--- config.mk ---
export PLATFORM = sky130hd
export DESIGN_NAME = bullet
export DESIGN_NICKNAME = d
export VERILOG_FILES = /design/src/rtl/invaders_pkg.sv /design/src/rtl/bullet_step_timer.sv /design/src/rtl/bullet.sv
export SDC_FILE = /design/constraint.sdc
export NUM_CORES = 1
export LEC_CHECK = 0
export BUFFER_PORTS_ARGS = -buffer_cell sky130_fd_sc_hd__buf_2
export CAP_MARGIN = 5
export CORE_UTILIZATION = 40
export DETAILED_ROUTE_END_ITERATION = 8
export REMOVE_ABC_BUFFERS = 1
export SYNTH_ARGS = -nofsm -noshare
export SYNTH_HDL_FRONTEND = slang
export SYNTH_SLANG_ARGS = --single-unit
--- constraint.sdc ---
create_clock -name clk -period 1.5 [get_ports clk]
set_input_delay 0 -clock clk [delete_from_list [all_inputs] [get_ports clk]]
set_output_delay 0 -clock clk [all_outputs]
set_load 0.05 [all_outputs]
--- src/rtl/invaders_pkg.sv ---
// invaders_pkg
//   Constants and types shared by the Space Invaders playfield logic.
//   The grid is 32 columns by 16 rows. Row 0 is the top row and the
//   player sits on the bottom row.
package invaders_pkg;

    localparam int GRID_COLS  = 32;
    localparam int GRID_ROWS  = 16;
    localparam int COL_W      = 5;
    localparam int ROW_W      = 4;
    localparam int PLAYER_ROW = 15;

    // What the bullet does on the next enabled clock edge. The top level
    // decodes this combinationally and then applies it in a single
    // registered block.
    typedef enum logic [1:0] {
        BEV_HOLD   = 2'd0,  // nothing changes
        BEV_KILL   = 2'd1,  // hit or exit: bullet disappears
        BEV_STEP   = 2'd2,  // move up one row
        BEV_LAUNCH = 2'd3   // spawn a new bullet above the player
    } bullet_ev_t;

    // Visible state of the single player bullet.
    typedef struct packed {
        logic             flying;
        logic [COL_W-1:0] x;
        logic [ROW_W-1:0] y;
    } bullet_t;

    localparam bullet_t BULLET_IDLE = '{flying: 1'b0, x: '0, y: '0};

endpackage

--- src/rtl/bullet_step_timer.sv ---
// bullet_step_timer
//   Prescaler that paces bullet movement. While `run` is high and `enable`
//   is high, it counts 0..STEP_DIV-1 and wraps. `step` is high during the
//   last count, which is the cycle on which the bullet moves one row.
//
//   Ports
//     clk     : system clock
//     reset   : synchronous active-high reset; clears the counter
//     clr     : synchronous clear; same effect as reset
//     enable  : game-running qualifier; the counter holds when this is low
//     kill    : bullet terminated by a hit; clears the counter (only while
//               enable is high)
//     run     : bullet is flying; the counter advances only while this is
//               high
//     step    : the counter is at its final count and run is high
module bullet_step_timer #(
    parameter int STEP_DIV = 4
) (
    input  logic clk,
    input  logic reset,
    input  logic clr,
    input  logic enable,
    input  logic kill,
    input  logic run,
    output logic step
);

    localparam logic [7:0] LAST = 8'(STEP_DIV - 1);

    logic [7:0] cnt;

    // Decoded from the counter register. The top level needs this in the
    // same cycle to decide between a step and an exit.
    assign step = run && (cnt == LAST);

    always_ff @(posedge clk) begin
        if (reset || clr) begin
            cnt <= '0;
        end else if (enable) begin
            if (kill) begin
                cnt <= '0;
            end else if (run) begin
                if (step) cnt <= '0;
                else      cnt <= cnt + 8'd1;
            end
        end
    end

endmodule

--- src/rtl/bullet.sv ---
// bullet
//   Player-bullet controller. A rising edge on `shoot` while no bullet is
//   flying launches a bullet at the player's column, just above the
//   player row. The bullet then climbs one row every STEP_DIV enabled
//   cycles. It is removed by a hit, or when it steps past row 0.
//
//   Ports
//     clk     : system clock
//     reset   : synchronous active-high global reset
//     clr     : synchronous bullet clear (game restart); shoot history kept
//     enable  : game running; all bullet state freezes while this is low
//     hit     : collision report; terminates a flying bullet
//     shoot   : fire button (level); a rising edge requests a launch
//     posH    : player column, sampled at launch
//     flying  : a bullet is active
//     bulletX : bullet column
//     bulletY : bullet row, 0 = top
module bullet
    import invaders_pkg::*;
#(
    parameter int START_ROW = 14,
    parameter int STEP_DIV  = 4
) (
    input  logic             clk,
    input  logic             reset,
    input  logic             clr,
    input  logic             enable,
    input  logic             hit,
    input  logic             shoot,
    input  logic [COL_W-1:0] posH,
    output logic             flying,
    output logic [COL_W-1:0] bulletX,
    output logic [ROW_W-1:0] bulletY
);

    localparam logic [ROW_W-1:0] START_Y = ROW_W'(START_ROW);

    bullet_t    st;
    bullet_ev_t ev;
    logic       shoot_q;
    logic       rise;
    logic       step;

    assign rise = shoot && !shoot_q;

    bullet_step_timer #(
        .STEP_DIV (STEP_DIV)
    ) u_timer (
        .clk    (clk),
        .reset  (reset),
        .clr    (clr),
        .enable (enable),
        .kill   (st.flying && hit),
        .run    (st.flying),
        .step   (step)
    );

    // Pick the event for this edge. A shoot edge that arrives while the
    // bullet is flying or the game is frozen is dropped here. It is not
    // remembered, because shoot_q keeps tracking `shoot` regardless.
    always_comb begin
        ev = BEV_HOLD;
        if (enable) begin
            if (st.flying) begin
                if (hit)
                    ev = BEV_KILL;
                else if (step)
                    // Check for exit before decrementing, so bulletY never
                    // wraps below 0.
                    ev = (st.y == '0) ? BEV_KILL : BEV_STEP;
            end else if (rise) begin
                ev = BEV_LAUNCH;
            end
        end
    end

    always_ff @(posedge clk) begin
        if (reset) begin
            st      <= BULLET_IDLE;
            shoot_q <= 1'b0;
        end else begin
            shoot_q <= shoot;
            if (clr) begin
                st <= BULLET_IDLE;
            end else begin
                unique case (ev)
                    BEV_KILL:   st <= BULLET_IDLE;
                    BEV_STEP:   st.y <= st.y - 1'b1;
                    BEV_LAUNCH: st <= '{flying: 1'b1, x: posH, y: START_Y};
                    default:    ;
                endcase
            end
        end
    end

    assign flying  = st.flying;
    assign bulletX = st.x;
    assign bulletY = st.y;

endmodule

=== After elaboration in Yosys (flattened, before gate mapping) ===
Index checks and enable logic that the tools add are counted.

* Add/sub/neg operators: 2
* Multipliers: 0
* Divide/modulo/power cells: 0
* Order comparisons: 0
* Equality and inequality tests: 4
* Shift-type cells: 0
* Mux-type cells: 11
* Bitwise operators: 0
* Reduce and logical (&&, ||, !) cells: 11

{| class="wikitable"
|+ Operator list
! operator !! number
|-
| $mux 8 || 3
|-
| $mux 2 || 6
|-
| $pmux 4 s3 || 1
|-
| $pmux 6 s2 || 1
|-
| $add 8x1->8 const B || 1
|-
| $eq 8x2->1 const B || 1
|-
| $eq 2x2->1 const B || 2
|-
| $logic_not 4->1 || 1
|-
| $reduce_bool 2->1 || 2
|-
| $sub 4x1->4 const B || 1
|-
| $logic_and 1x1->1 || 3
|-
| $reduce_bool 3->1 || 1
|-
| $eq 2x1->1 const B || 1
|-
| $reduce_and 2->1 || 1
|-
| $reduce_or 2->1 || 1
|-
| $logic_not 1->1 || 1
|-
| $logic_or 1x1->1 || 1
|}

* Register bits: 19
* Latch bits: 0
* Bits in writable memories: 0
* ROM bits: 0
* Output and inout bits: 10
* Memories kept: 0

=== Longest topological paths before layout ===
Gate-level depths: netlist (run 1).

* Word-level depth: 8
* Mapped depth: 6

=== Hierarchy ===
From an unflattened synthesis (run 1), not the netlist that was laid out.

* Cell total of the unflattened synthesis: 113
* Area total of the unflattened synthesis: 1031.0 um2

{| class="wikitable"
|+ By module, submodules not included
! module !! times used !! cells each !! area each (um2) !! sequential area each (um2)
|-
| bullet || 1 || 62 || 550.5 || 220.2
|-
| bullet_step_timer || 1 || 51 || 480.5 || 160.2
|}

=== Least setup slack after synthesis (run 1) ===
OpenSTA, ideal clock, no wires.

* Path kind: reg2reg
* Start: reg st, in the netlist bulletY[0]
* End: reg st, in the netlist bulletX[0]
* Arrival: 1.884 ns
* Data required time: 1.438 ns
* Slack: -0.446 ns
* Cell stages (with the launch flop): 7
* Path buffers: 0
* Clock period less this slack: 1.946 ns
* Cells stage by stage: dfxtp_1 > inv_1 > ha_1 > nor3b_1 > a31o_2 > a21boi_1 > a22o_1

* Longest elaborated chain between the ends: 8
* Elaborated cells between the ends (all ways): 10
* Those cells by class: eq/ne: 2; mux: 6; reduce/logical: 2

{| class="wikitable"
|+ Ends and longest elaborated chain
! element !! RTL line !! text
|-
| start, declared || bullet.sv:38 || <nowiki>bullet_t st;</nowiki>
|-
| start signal, assigned || bullet.sv:89 || <nowiki>BEV_LAUNCH: st <= '{flying: 1'b1, x: posH, y: START_Y};</nowiki>
|-
| $logic_not 4->1 * || bullet.sv:70 || <nowiki>ev = (st.y == '0) ? BEV_KILL : BEV_STEP;</nowiki>
|-
| $mux 2 * || bullet.sv:70 ||
|-
| $mux 2 * || bullet.sv:67 || <nowiki>else if (step)</nowiki>
|-
| $mux 2 * || bullet.sv:65 || <nowiki>if (hit)</nowiki>
|-
| $mux 2 * || bullet.sv:64 || <nowiki>if (st.flying) begin</nowiki>
|-
| $mux 2 * || bullet.sv:63 || <nowiki>if (enable) begin</nowiki>
|-
| $eq 2x2->1 / $eq 2x1->1 (equally long branches) || bullet.sv:86 || <nowiki>unique case (ev)</nowiki>
|-
| $pmux 6 s2 / $reduce_bool 2->1 (equally long branches) || -- ||
|}

Every way passes the cells marked *; elsewhere a longest branch is shown, timed or not.
A chain may end at the register's enable or synchronous reset.

=== Worst setup path in the final report (run 1) ===
* Start: reg st, in the netlist bulletY[1]
* End: reg st, in the netlist bulletY[3]

* Longest elaborated chain between the ends: 8
* Elaborated cells between the ends (all ways): 12
* Those cells by class: add/sub: 1; eq/ne: 3; mux: 6; reduce/logical: 2

{| class="wikitable"
|+ Ends and longest elaborated chain
! element !! RTL line
|-
| $logic_not 4->1 || bullet.sv:70
|-
| $mux 2 || bullet.sv:70
|-
| $mux 2 || bullet.sv:67
|-
| $mux 2 || bullet.sv:65
|-
| $mux 2 || bullet.sv:64
|-
| $mux 2 || bullet.sv:63
|-
| $eq 2x2->1 / $eq 2x1->1 (equally long branches) || bullet.sv:86
|-
| $pmux 4 s3 / $reduce_bool 3->1 (equally long branches) || --
|}

Parallel ways exist; a longest one is shown, timed or not.

==> results of run 1 <==
cells in the final DEF, fill, tap and decap left out, types with 2 or more instances in the layout:
| master | Yosys | routed |
|---|---|---|
| nor2b_1 | 2 | 2 |
| inv_2 | 0 | 2 |
| dlygate4sd3_1 | 0 | 7 |
| buf_2 | 0 | 20 |
| a21oi_1 | 4 | 3 |
| dfxtp_1 | 19 | 14 |
| xor2_1 | 6 | 6 |
| inv_1 | 5 | 3 |
| nand4_1 | 5 | 5 |
| dfxtp_2 | 0 | 5 |
| nor2_1 | 11 | 8 |
| a22o_1 | 6 | 6 |
| buf_4 | 1 | 26 |
| nand2_1 | 5 | 5 |
| nor4b_4 | 2 | 2 |
| nor2_2 | 0 | 3 |
| clkbuf_4 | 0 | 3 |
| ha_4 | 0 | 2 |
| o21ai_0 | 5 | 3 |
| o21a_1 | 2 | 2 |
| o21ai_1 | 1 | 3 |
power groups by stage:
| stage | Sequential [mW] | Combinational, mW | Clock (mW) |
|---|---|---|---|
| final | 0.519 | 0.161 | 0.254 |
| after global routing | 0.520 | 0.172 | 0.287 |
| after CTS | 0.519 | 0.154 | 0.272 |
| after detailed placement | 0.529 | 0.129 | 0 |
| after global placement | 0.529 | 0.128 | 0 |
| after floorplan | 0.554 | 0.0503 | 0 |
logic make-up after synthesis:
family / after synthesis / synth area share
AO/OA/AOI/OAI: 28 / 0.2267
buffers and inverters: 7 / 0.03146
adder cells (fa/ha/maj): 3 / 0.03932
flip-flops: 19 / 0.3984
XOR/XNOR: 7 / 0.06422
AND/OR/NAND/NOR: 36 / 0.2399
sequential cells by signal (all words and copies together), names as in the netlist:
name / cells
bulletY: 4
flying: 1
u_timer.cnt: 8
bulletX: 5
shoot_q: 1
timing repair:
action,CTS,global route
setup buffers,4,2
hold endpoints to repair,6,0
pin swaps,13,10
endpoints found under the setup margin,18,17
gates resized for setup,24,5
hold buffers,7,0
stage by stage:
stage | std cells | setup TNS, ps | setup slack (ps)
after floorplan | 98 | -7270 | -446.3
after global placement | 169 | -1196 | -144.7
after detailed placement | 169 | -1484 | -153.9
after CTS | 182 | -96.56 | -49.14
after global routing | 184 | -1675 | -137.3
final | 184 | -174.5 | -72.84
critical path, delay by kind of cell, from the launching register on:
| kind | cells | cell delay, ps |
|---|---|---|
| AO/OA/AOI/OAI | 3 | 520 |
| adder cells (fa/ha/maj) | 1 | 130 |
| buffers and inverters | 1 | 80 |
| flip-flops | 1 | 340 |
| AND/OR/NAND/NOR | 1 | 390 |
how the worst min path moves through the flow:
stage	cells past startpoint	slack, ps	to
detailed placement	2	190	shoot_q
global route	3	50	bulletY[0]
finish	3	40	bulletY[0]
floorplan	1	70	shoot_q
CTS	3	20	bulletY[0]
global placement	2	190	shoot_q
synth_stat cells (2+ instances only):
library cell and count:
dfxtp_1 19, nor2_1 11, a22o_1 6, xor2_1 6, inv_1 5, nand2_1 5, nand4_1 5, o21ai_0 5
a21oi_1 4, ha_1 3, a31oi_1 2, nor2b_1 2, nor4b_4 2, o21a_1 2
routing by layer:
layer	vias up	part of all wire
met1	450	0.44
met4	0	0.0069
met3	2	0.021
li1	484	-
met5	-	0
met2	16	0.53
layout make-up:
cell class,instances,share of cell area
clock buffers,3,0.01510
clock inverters,1,0.003356
inverters,5,0.01258
repair buffers,54,0.2525
flip-flops and latches,19,0.2592
well taps,28,0.02349
multi-input cells,74,0.4337
==> flow_results.xml, run 1 <==
<?xml version="1.0" encoding="UTF-8"?>
<metrics>
  <group name="synth">
    <metric name="yosys.cell_types.count" unit="">37</metric>
    <metric name="synth-main-ff-cell" unit="">dfxtp_1</metric>
    <metric name="mean_post_synth_cell_area" unit="um^2">9.547</metric>
    <metric name="postSynthRegisterBits" unit="">19</metric>
    <metric name="synth_seq_area_share" unit="">0.3984</metric>
    <metric name="synth_largest_type_area_fraction" unit="">0.3984</metric>
    <metric name="yosys_warnings" unit="">0</metric>
    <metric name="synth.cell_area" unit="um^2">954.7</metric>
    <metric name="syn_inst" unit="">100</metric>
    <metric name="async_set_or_reset_register_ratio_after_synthesis" unit="">0</metric>
    <metric name="netlist_top_cells_area" unit="">dfxtp_1, a22o_1, xor2_1, nor4b_4, nor2_1</metric>
    <metric name="netlist.top_cell.by_area" unit="">dfxtp_1</metric>
    <metric name="synth-edff-count" unit="">0</metric>
  </group>
  <group name="timing">
    <metric name="max_slew_margin" unit="">0.6072</metric>
    <metric name="fin_ws" unit="ps">-72.84</metric>
    <metric name="finalClockSkew" unit="ps">5.896</metric>
    <metric name="final_min_period_over_clock_period" unit="">1.049</metric>
    <metric name="timing.hold.ws" unit="ps">36.49</metric>
    <metric name="timing_max_transition_violations_final" unit="">0</metric>
    <metric name="setup_viol" unit="">8</metric>
    <metric name="setup_repair_after_global_routing_missed_its_margin" unit="">yes</metric>
    <metric name="fmax" unit="GHz">0.6358</metric>
    <metric name="timing.final.crit_period" unit="ps">1573</metric>
    <metric name="timing.final.hold_violations" unit="">0</metric>
    <metric name="worst_pin_slew" unit="ps">584.3</metric>
  </group>
  <group name="hold_path">
    <metric name="hold_path.class" unit="">in -&gt; reg</metric>
    <metric name="worstHoldStart" unit="">clr</metric>
  </group>
  <group name="floorplanning">
    <metric name="die_area" unit="mm^2">0.002586</metric>
    <metric name="core.rowCount" unit="">17</metric>
    <metric name="coreArea" unit="mm^2">0.002233</metric>
    <metric name="design.portCount" unit="">21</metric>
    <metric name="die_height" unit="um">50.86</metric>
    <metric name="die_boundary_width" unit="um">50.86</metric>
    <metric name="start_util" unit="">0.4275</metric>
  </group>
  <group name="placement">
    <metric name="gp_congestion" unit="">0.7846</metric>
    <metric name="place_hpwl" unit="mm">1.543</metric>
    <metric name="placed_cell_area" unit="mm^2">0.001251</metric>
    <metric name="buffer_ports.inserted" unit="">20</metric>
  </group>
  <group name="setup_path">
    <metric name="cpPeakStageDelay" unit="ps">390</metric>
    <metric name="worstSetupEndpoint" unit="">bulletY[3]</metric>
    <metric name="r2r_start" unit="">bulletY[1]</metric>
    <metric name="crit_type" unit="">reg -&gt; reg</metric>
    <metric name="path_max_fanout" unit="">5</metric>
    <metric name="reg2reg_to" unit="">bulletY[3]</metric>
    <metric name="worst_ep_required_time" unit="ps">1680</metric>
    <metric name="critical_path_arrival" unit="ps">1750</metric>
    <metric name="worst_setup_slack_for_register_to_register_paths" unit="ps">-70</metric>
    <metric name="reg2reg_depth" unit="">6</metric>
    <metric name="worstSetupStartpoint" unit="">bulletY[1]</metric>
    <metric name="crit_path_cell_trace" unit="">inv_2, ha_4, or3b_4, a41oi_4, a22o_1, a211oi_2</metric>
    <metric name="crit_path_start_kind" unit="">register</metric>
    <metric name="worst_setup_path_end_kind" unit="">register</metric>
    <metric name="critical-path-slowest-cell" unit="">or3b_4</metric>
  </group>
  <group name="clocking">
    <metric name="tritoncts" unit="">yes</metric>
    <metric name="cts_htree_levels" unit="">1</metric>
    <metric name="clock_tree.buffer_depth" unit="">2</metric>
    <metric name="worst_skew_pair.late_latency" unit="ps">290</metric>
    <metric name="clock_tree.root_cell" unit="">clkbuf_4</metric>
    <metric name="numClockSinks" unit="">19</metric>
    <metric name="clkTransAtPathRegs" unit="ps">110</metric>
    <metric name="cts-buffers-inserted" unit="">3</metric>
  </group>
  <group name="grt">
    <metric name="wire_length_of_the_first_global_routing_pass" unit="mm">3.884</metric>
    <metric name="grt-busiest-layer" unit="">met2</metric>
    <metric name="grtUsageMet2" unit="">0.3556</metric>
    <metric name="grt-ovfl-total" unit="">0</metric>
    <metric name="grtUsageTotal" unit="">0.2006</metric>
    <metric name="groute.layer.met3.usage" unit="">0.03571</metric>
    <metric name="vias_in_the_first_global_route" unit="">899</metric>
    <metric name="antenna_violations_before_repair" unit="">0</metric>
    <metric name="globalRouteMet1Util" unit="">0.2366</metric>
    <metric name="grt_start_max_net_pins" unit="">12</metric>
  </group>
  <group name="power_and_ir_drop">
    <metric name="p_leak" unit="nW">0.6541</metric>
    <metric name="switching_share" unit="">0.2646</metric>
    <metric name="internal_power" unit="mW">0.6866</metric>
    <metric name="power.density" unit="mW/mm^2">626.0</metric>
    <metric name="power_switching" unit="mW">0.2470</metric>
    <metric name="clock_network_fraction_of_design_power" unit="">0.272</metric>
    <metric name="ir_worst_vdd" unit="mV">0.4932</metric>
    <metric name="power.combinational.fraction" unit="">0.172</metric>
    <metric name="seqPwrFrac" unit="">0.556</metric>
    <metric name="post-layout-total-power" unit="mW">0.9336</metric>
  </group>
  <group name="outcome">
    <metric name="violations" unit="">negative setup slack</metric>
    <metric name="run_status" unit="">finished, violations left</metric>
  </group>
  <group name="layout">
    <metric name="n_fill_cell" unit="">174</metric>
    <metric name="nNetsFinal" unit="">171</metric>
    <metric name="final_util" unit="">0.6678</metric>
    <metric name="antenna_cells" unit="">0</metric>
    <metric name="share_of_cells_above_drive_strength_1" unit="">0.4872</metric>
    <metric name="final_design_area_no_fill" unit="mm^2">0.001491</metric>
    <metric name="syn_to_layout_area_delta" unit="%">56.23</metric>
    <metric name="multi_input_area" unit="um^2">646.9</metric>
    <metric name="final-seq-area" unit="um^2">386.6</metric>
  </group>
  <group name="routing">
    <metric name="wl_per_cell" unit="um">12.68</metric>
    <metric name="via_count" unit="">952</metric>
    <metric name="drt-pass1-iter-count" unit="">4</metric>
    <metric name="detail-route-antenna-nets" unit="">0</metric>
    <metric name="vias_per_cell" unit="">5.174</metric>
    <metric name="drt_first_iter_violations" unit="">10</metric>
    <metric name="postRouteWirelength" unit="mm">2.333</metric>
    <metric name="drc_errors" unit="">0</metric>
  </group>
  <group name="flow_run">
    <metric name="cap_violations" unit="">0</metric>
  </group>
</metrics>
(Power assumes the default switching activity.)
==> inputs of run 2 (changes only) <==
--- a/config.mk
+++ b/config.mk
@@ -7,9 +7,11 @@
 export LEC_CHECK = 0
 export BUFFER_PORTS_ARGS = -buffer_cell sky130_fd_sc_hd__buf_2
 export CAP_MARGIN = 5
-export CORE_UTILIZATION = 40
+export CORE_UTILIZATION = 47
 export DETAILED_ROUTE_END_ITERATION = 8
+export PLACE_DENSITY = 0.73
 export REMOVE_ABC_BUFFERS = 1
+export SKIP_CTS_REPAIR_TIMING = 1
 export SYNTH_ARGS = -nofsm -noshare
 export SYNTH_HDL_FRONTEND = slang
 export SYNTH_SLANG_ARGS = --single-unit
==> flow_results.xml, run 2 (same netlist as run 1, synthesis figures left out) <==
<?xml version="1.0" encoding="UTF-8"?>
<metrics>
  <group name="floorplanning">
    <metric name="start_util" unit="">0.5244</metric>
    <metric name="die_height" unit="um">47.07</metric>
    <metric name="core.rowCount" unit="">15</metric>
    <metric name="die_area" unit="mm^2">0.002216</metric>
    <metric name="coreArea" unit="mm^2">0.001821</metric>
    <metric name="design.portCount" unit="">21</metric>
    <metric name="die_boundary_width" unit="um">47.07</metric>
  </group>
  <group name="grt">
    <metric name="antenna_violations_before_repair" unit="">0</metric>
    <metric name="grtUsageTotal" unit="">0.2383</metric>
    <metric name="vias_in_the_first_global_route" unit="">860</metric>
    <metric name="grt-ovfl-total" unit="">0</metric>
    <metric name="grt_start_max_net_pins" unit="">11</metric>
    <metric name="wire_length_of_the_first_global_routing_pass" unit="mm">3.657</metric>
  </group>
  <group name="setup_path">
    <metric name="reg2reg_depth" unit="">7</metric>
    <metric name="worst_setup_path_end_kind" unit="">register</metric>
    <metric name="crit_type" unit="">reg -&gt; reg</metric>
    <metric name="critical_path_arrival" unit="ps">1790</metric>
    <metric name="worstSetupStartpoint" unit="">bulletY[0]</metric>
    <metric name="r2r_start" unit="">bulletY[0]</metric>
    <metric name="crit_path_start_kind" unit="">register</metric>
    <metric name="path_max_fanout" unit="">3</metric>
    <metric name="worst_ep_required_time" unit="ps">1690</metric>
  </group>
  <group name="timing">
    <metric name="timing_max_transition_violations_final" unit="">0</metric>
    <metric name="timing.hold.ws" unit="ps">21.87</metric>
    <metric name="final_min_period_over_clock_period" unit="">1.067</metric>
    <metric name="timing.final.hold_violations" unit="">0</metric>
    <metric name="worst_pin_slew" unit="ps">596.0</metric>
    <metric name="finalClockSkew" unit="ps">5.494</metric>
    <metric name="setup_viol" unit="">9</metric>
    <metric name="fin_ws" unit="ps">-100.9</metric>
    <metric name="fmax" unit="GHz">0.6246</metric>
    <metric name="max_slew_margin" unit="">0.5993</metric>
    <metric name="timing.final.crit_period" unit="ps">1601</metric>
    <metric name="setup_total_negative_slack" unit="ps">-459.1</metric>
    <metric name="setup_repair_after_global_routing_missed_its_margin" unit="">yes</metric>
  </group>
  <group name="layout">
    <metric name="final_util" unit="">0.8076</metric>
    <metric name="max_reg_flops" unit="">8</metric>
    <metric name="share_of_cells_above_drive_strength_1" unit="">0.4675</metric>
    <metric name="final_cells" unit="">179</metric>
    <metric name="mostFrequentLayoutCell" unit="">buf_4</metric>
    <metric name="max_flop_register" unit="">u_timer.cnt</metric>
    <metric name="final_design_area_no_fill" unit="mm^2">0.001470</metric>
    <metric name="layout_common_cells" unit="">buf_4, buf_2, dfxtp_1</metric>
    <metric name="antenna_cells" unit="">0</metric>
    <metric name="nNetsFinal" unit="">169</metric>
    <metric name="syn_to_layout_area_delta" unit="%">54.00</metric>
  </group>
  <group name="routing">
    <metric name="drt_first_iter_violations" unit="">26</metric>
    <metric name="via_count" unit="">975</metric>
    <metric name="wl_per_cell" unit="um">15.84</metric>
    <metric name="route.met3.wl" unit="um">96</metric>
    <metric name="drt-pass1-iter-count" unit="">5</metric>
    <metric name="drc_errors" unit="">0</metric>
    <metric name="met2WireLength" unit="mm">1.456</metric>
    <metric name="maxUsedRoutingLayer" unit="">met4</metric>
    <metric name="detail-route-antenna-nets" unit="">0</metric>
    <metric name="wirelength_met1" unit="mm">1.226</metric>
    <metric name="postRouteWirelength" unit="mm">2.835</metric>
    <metric name="vias_per_cell" unit="">5.447</metric>
  </group>
  <group name="hold_path">
    <metric name="hold_path.class" unit="">in -&gt; reg</metric>
    <metric name="min_path_cells" unit="">3</metric>
    <metric name="worstHoldStart" unit="">clr</metric>
  </group>
  <group name="power_and_ir_drop">
    <metric name="p_leak" unit="nW">0.6403</metric>
    <metric name="power.density" unit="mW/mm^2">651.5</metric>
    <metric name="post-layout-total-power" unit="mW">0.9578</metric>
    <metric name="ir_worst_vdd" unit="mV">0.4512</metric>
  </group>
  <group name="clocking">
    <metric name="worst_skew_pair.late_latency" unit="ps">300</metric>
    <metric name="clock_tree.buffer_depth" unit="">2</metric>
    <metric name="clkTransAtPathRegs" unit="ps">110</metric>
    <metric name="clock_tree.root_cell" unit="">clkbuf_4</metric>
    <metric name="numClockSinks" unit="">19</metric>
    <metric name="cts_htree_levels" unit="">1</metric>
    <metric name="tritoncts" unit="">yes</metric>
    <metric name="cts-buffers-inserted" unit="">3</metric>
  </group>
  <group name="placement">
    <metric name="gp_congestion" unit="">0.8375</metric>
    <metric name="placed_cell_area" unit="mm^2">0.001255</metric>
    <metric name="place_hpwl" unit="mm">1.756</metric>
    <metric name="numPlacedInstances" unit="">167</metric>
    <metric name="pre_cts_slack" unit="ps">-158.6</metric>
    <metric name="buffer_ports.inserted" unit="">20</metric>
  </group>
  <group name="outcome">
    <metric name="violations" unit="">negative setup slack</metric>
    <metric name="run_status" unit="">finished, violations left</metric>
  </group>
  <group name="flow_run">
    <metric name="cap_violations" unit="">0</metric>
  </group>
</metrics>
-- run 2: final timing paths --
| kind | endpoint | slack (ps) |
|---|---|---|
| setup / recovery | bulletY[3] | -100 |
| hold / removal | bulletY[0] | 20 |
| setup reg to reg | bulletY[3] | -100 |
| hold reg to reg | bulletX[3] | 500 |
-- run 2: area by class of cell --
class,count,area [um^2]
fillers,121,350.3
clock buffers,4,26.28
multi-input cells,74,638.1
repair buffers,52,369.1
flip-flops and latches,19,386.6
well taps,25,31.28
inverters,5,18.77
-- run 2: where the power goes --
group          internal, mW  total [mW]  switching (mW)
clock                 0.104       0.270           0.166
sequential            0.513       0.520         0.00725
combinational        0.0764       0.168          0.0920
-- run 2: layer usage --
layer / vias up / global-route usage
met5: - / 0
met4: 0 / 0.1200
met3: 7 / 0.05385
met2: 27 / 0.3694
met1: 464 / 0.3113
li1: 477 / -
-- run 2: worst max-delay path, cell delays in order (launching register included) --
cell      delay (ps)
dfxtp_2          360
inv_2             50
ha_4             150
nor3b_2          140
buf_4            160
a31o_4           240
a221oi_2         290
a211oi_2         100
==> inputs of run 3 (changes only) <==
--- a/config.mk
+++ b/config.mk
@@ -7,9 +7,11 @@
 export LEC_CHECK = 0
 export BUFFER_PORTS_ARGS = -buffer_cell sky130_fd_sc_hd__buf_2
 export CAP_MARGIN = 5
-export CORE_UTILIZATION = 47
+export CELL_PAD_IN_SITES_DETAIL_PLACEMENT = 1
+export CELL_PAD_IN_SITES_GLOBAL_PLACEMENT = 1
+export CORE_UTILIZATION = 35
 export DETAILED_ROUTE_END_ITERATION = 8
-export PLACE_DENSITY = 0.73
+export PLACE_DENSITY_LB_ADDON = 0.1
 export REMOVE_ABC_BUFFERS = 1
 export SKIP_CTS_REPAIR_TIMING = 1
 export SYNTH_ARGS = -nofsm -noshare
==> constraint.sdc (replaced) <==
create_clock -name clk -period 1.3 [get_ports clk]
set_input_delay 0 -clock clk [delete_from_list [all_inputs] [get_ports clk]]
set_output_delay 0 -clock clk [all_outputs]
set_load 0.05 [all_outputs]
==> flow_results.xml, run 3 (same netlist as run 1, synthesis figures left out) <==
<?xml version="1.0" encoding="UTF-8"?>
<metrics>
  <group name="power_and_ir_drop">
    <metric name="ir_worst_vdd" unit="mV">0.6221</metric>
    <metric name="p_leak" unit="nW">0.6751</metric>
    <metric name="power.density" unit="mW/mm^2">733.0</metric>
  </group>
  <group name="hold_path">
    <metric name="min_path_cells" unit="">3</metric>
    <metric name="hold_path_end" unit="">flying</metric>
    <metric name="hold_path.class" unit="">in -&gt; reg</metric>
    <metric name="worstHoldStart" unit="">clr</metric>
  </group>
  <group name="floorplanning">
    <metric name="core.rowCount" unit="">18</metric>
    <metric name="start_util" unit="">0.3785</metric>
    <metric name="coreArea" unit="mm^2">0.002522</metric>
    <metric name="die_boundary_width" unit="um">54.23</metric>
    <metric name="die_height" unit="um">54.23</metric>
    <metric name="design.portCount" unit="">21</metric>
    <metric name="die_area" unit="mm^2">0.002940</metric>
  </group>
  <group name="grt">
    <metric name="grt-ovfl-total" unit="">0</metric>
    <metric name="vias_in_the_first_global_route" unit="">884</metric>
    <metric name="grt_start_max_net_pins" unit="">11</metric>
    <metric name="wire_length_of_the_first_global_routing_pass" unit="mm">3.877</metric>
    <metric name="grtUsageTotal" unit="">0.1895</metric>
    <metric name="antenna_violations_before_repair" unit="">0</metric>
  </group>
  <group name="routing">
    <metric name="postRouteWirelength" unit="mm">2.860</metric>
    <metric name="drt_first_iter_violations" unit="">1</metric>
    <metric name="drt-pass1-iter-count" unit="">4</metric>
    <metric name="vias_per_cell" unit="">5.209</metric>
    <metric name="via_count" unit="">995</metric>
    <metric name="drc_errors" unit="">0</metric>
    <metric name="detail-route-antenna-nets" unit="">0</metric>
    <metric name="wl_per_cell" unit="um">14.97</metric>
  </group>
  <group name="placement">
    <metric name="place_hpwl" unit="mm">1.906</metric>
    <metric name="numPlacedInstances" unit="">175</metric>
    <metric name="gp_congestion" unit="">0.7686</metric>
    <metric name="pre_cts_slack" unit="ps">-354.3</metric>
    <metric name="placed_cell_area" unit="mm^2">0.001284</metric>
    <metric name="buffer_ports.inserted" unit="">20</metric>
  </group>
  <group name="timing">
    <metric name="fin_ws" unit="ps">-282.5</metric>
    <metric name="fmax" unit="GHz">0.6319</metric>
    <metric name="timing.hold.ws" unit="ps">81.82</metric>
    <metric name="worst_pin_slew" unit="ps">617.9</metric>
    <metric name="timing_max_transition_violations_final" unit="">0</metric>
    <metric name="finalClockSkew" unit="ps">5.917</metric>
    <metric name="timing.final.crit_period" unit="ps">1583</metric>
    <metric name="setup_repair_after_global_routing_missed_its_margin" unit="">yes</metric>
    <metric name="timing.final.hold_violations" unit="">0</metric>
    <metric name="setup_viol" unit="">18</metric>
    <metric name="final_min_period_over_clock_period" unit="">1.217</metric>
    <metric name="max_slew_margin" unit="">0.5846</metric>
  </group>
  <group name="clocking">
    <metric name="clkTransAtPathRegs" unit="ps">120</metric>
    <metric name="numClockSinks" unit="">19</metric>
    <metric name="clock_tree.buffer_depth" unit="">2</metric>
    <metric name="cts_htree_levels" unit="">1</metric>
    <metric name="tritoncts" unit="">yes</metric>
    <metric name="worst_skew_pair.late_latency" unit="ps">310</metric>
    <metric name="clock_tree.root_cell" unit="">clkbuf_4</metric>
    <metric name="cts-buffers-inserted" unit="">3</metric>
  </group>
  <group name="layout">
    <metric name="nNetsFinal" unit="">176</metric>
    <metric name="max_flop_register" unit="">u_timer.cnt</metric>
    <metric name="mostFrequentLayoutCell" unit="">buf_4</metric>
    <metric name="final_cells" unit="">191</metric>
    <metric name="final_design_area_no_fill" unit="mm^2">0.001530</metric>
    <metric name="syn_to_layout_area_delta" unit="%">60.29</metric>
    <metric name="layout_common_cells" unit="">buf_4, buf_2, dfxtp_1</metric>
    <metric name="antenna_cells" unit="">0</metric>
    <metric name="max_reg_flops" unit="">8</metric>
    <metric name="share_of_cells_above_drive_strength_1" unit="">0.4969</metric>
  </group>
  <group name="setup_path">
    <metric name="worst_ep_required_time" unit="ps">1550</metric>
    <metric name="r2r_start" unit="">u_timer.cnt[1]</metric>
    <metric name="reg2reg_depth" unit="">6</metric>
    <metric name="crit_path_start_kind" unit="">register</metric>
    <metric name="critical_path_arrival" unit="ps">1830</metric>
    <metric name="worst_setup_slack_for_register_to_register_paths" unit="ps">-280</metric>
    <metric name="reg2reg_to" unit="">bulletY[2]</metric>
    <metric name="worst_setup_path_end_kind" unit="">register</metric>
    <metric name="path_max_fanout" unit="">6</metric>
    <metric name="crit_type" unit="">reg -&gt; reg</metric>
  </group>
  <group name="flow_run">
    <metric name="cap_violations" unit="">0</metric>
  </group>
  <group name="outcome">
    <metric name="violations" unit="">negative setup slack</metric>
    <metric name="run_status" unit="">finished, violations left</metric>
  </group>
</metrics>
==> run 3: worst max path at each step <==
stage                         from          to  slack, ps  cells after the start
global route        u_timer.cnt[1]  bulletY[2]       -370                      6
finish              u_timer.cnt[1]  bulletY[2]       -280                      6
global placement            flying  bulletX[4]       -310                      4
floorplan               bulletY[0]  bulletX[0]       -650                      6
CTS                         flying  bulletX[0]       -380                      4
detailed placement          flying  bulletX[3]       -350                      4
==> run 3: metal layers <==
layer | routed length (um) | GRT usage | vias to the layer above
met4 | 58 | 0.1154 | 0
met5 | 0 | 0 | -
li1 | - | - | 488
met3 | 76 | 0.03333 | 5
met2 | 1483 | 0.2846 | 18
met1 | 1241 | 0.2500 | 484
==> run 3: worst max-delay path, cell delays in order (launching register included) <==
cell	delay, ps
dfxtp_2	370
ha_4	140
nor4b_4	240
buf_6	180
a41oi_4	130
a211o_1	330
a21oi_1	140
==> run 3: power breakdown <==
group,total [mW],switching [mW],internal [mW]
registers,0.599,0.00701,0.592
clock network,0.319,0.199,0.120
logic,0.204,0.105,0.0991
total,1.12,0.311,0.811
==> run 3: cell type report <==
type / instances / area (um^2)
Clock buffer: 4 / 26.28
Fill cell: 299 / 992.2
Inverter: 5 / 18.77
Multi-Input combinational cell: 74 / 640.6
Sequential cell: 19 / 385.4
Tap cell: 30 / 37.54
Timing Repair Buffer: 59 / 421.7
==> run 3: stage by stage <==
step	total power [mW]	setup TNS, ps	util
floorplan	0.6968	-10870	-
global placement	0.7704	-4021	0.5089
detailed placement	0.7741	-4607	0.5089
CTS	1.088	-5042	0.5193
global route	1.169	-5834	0.6066
finish	1.122	-4242	0.6066
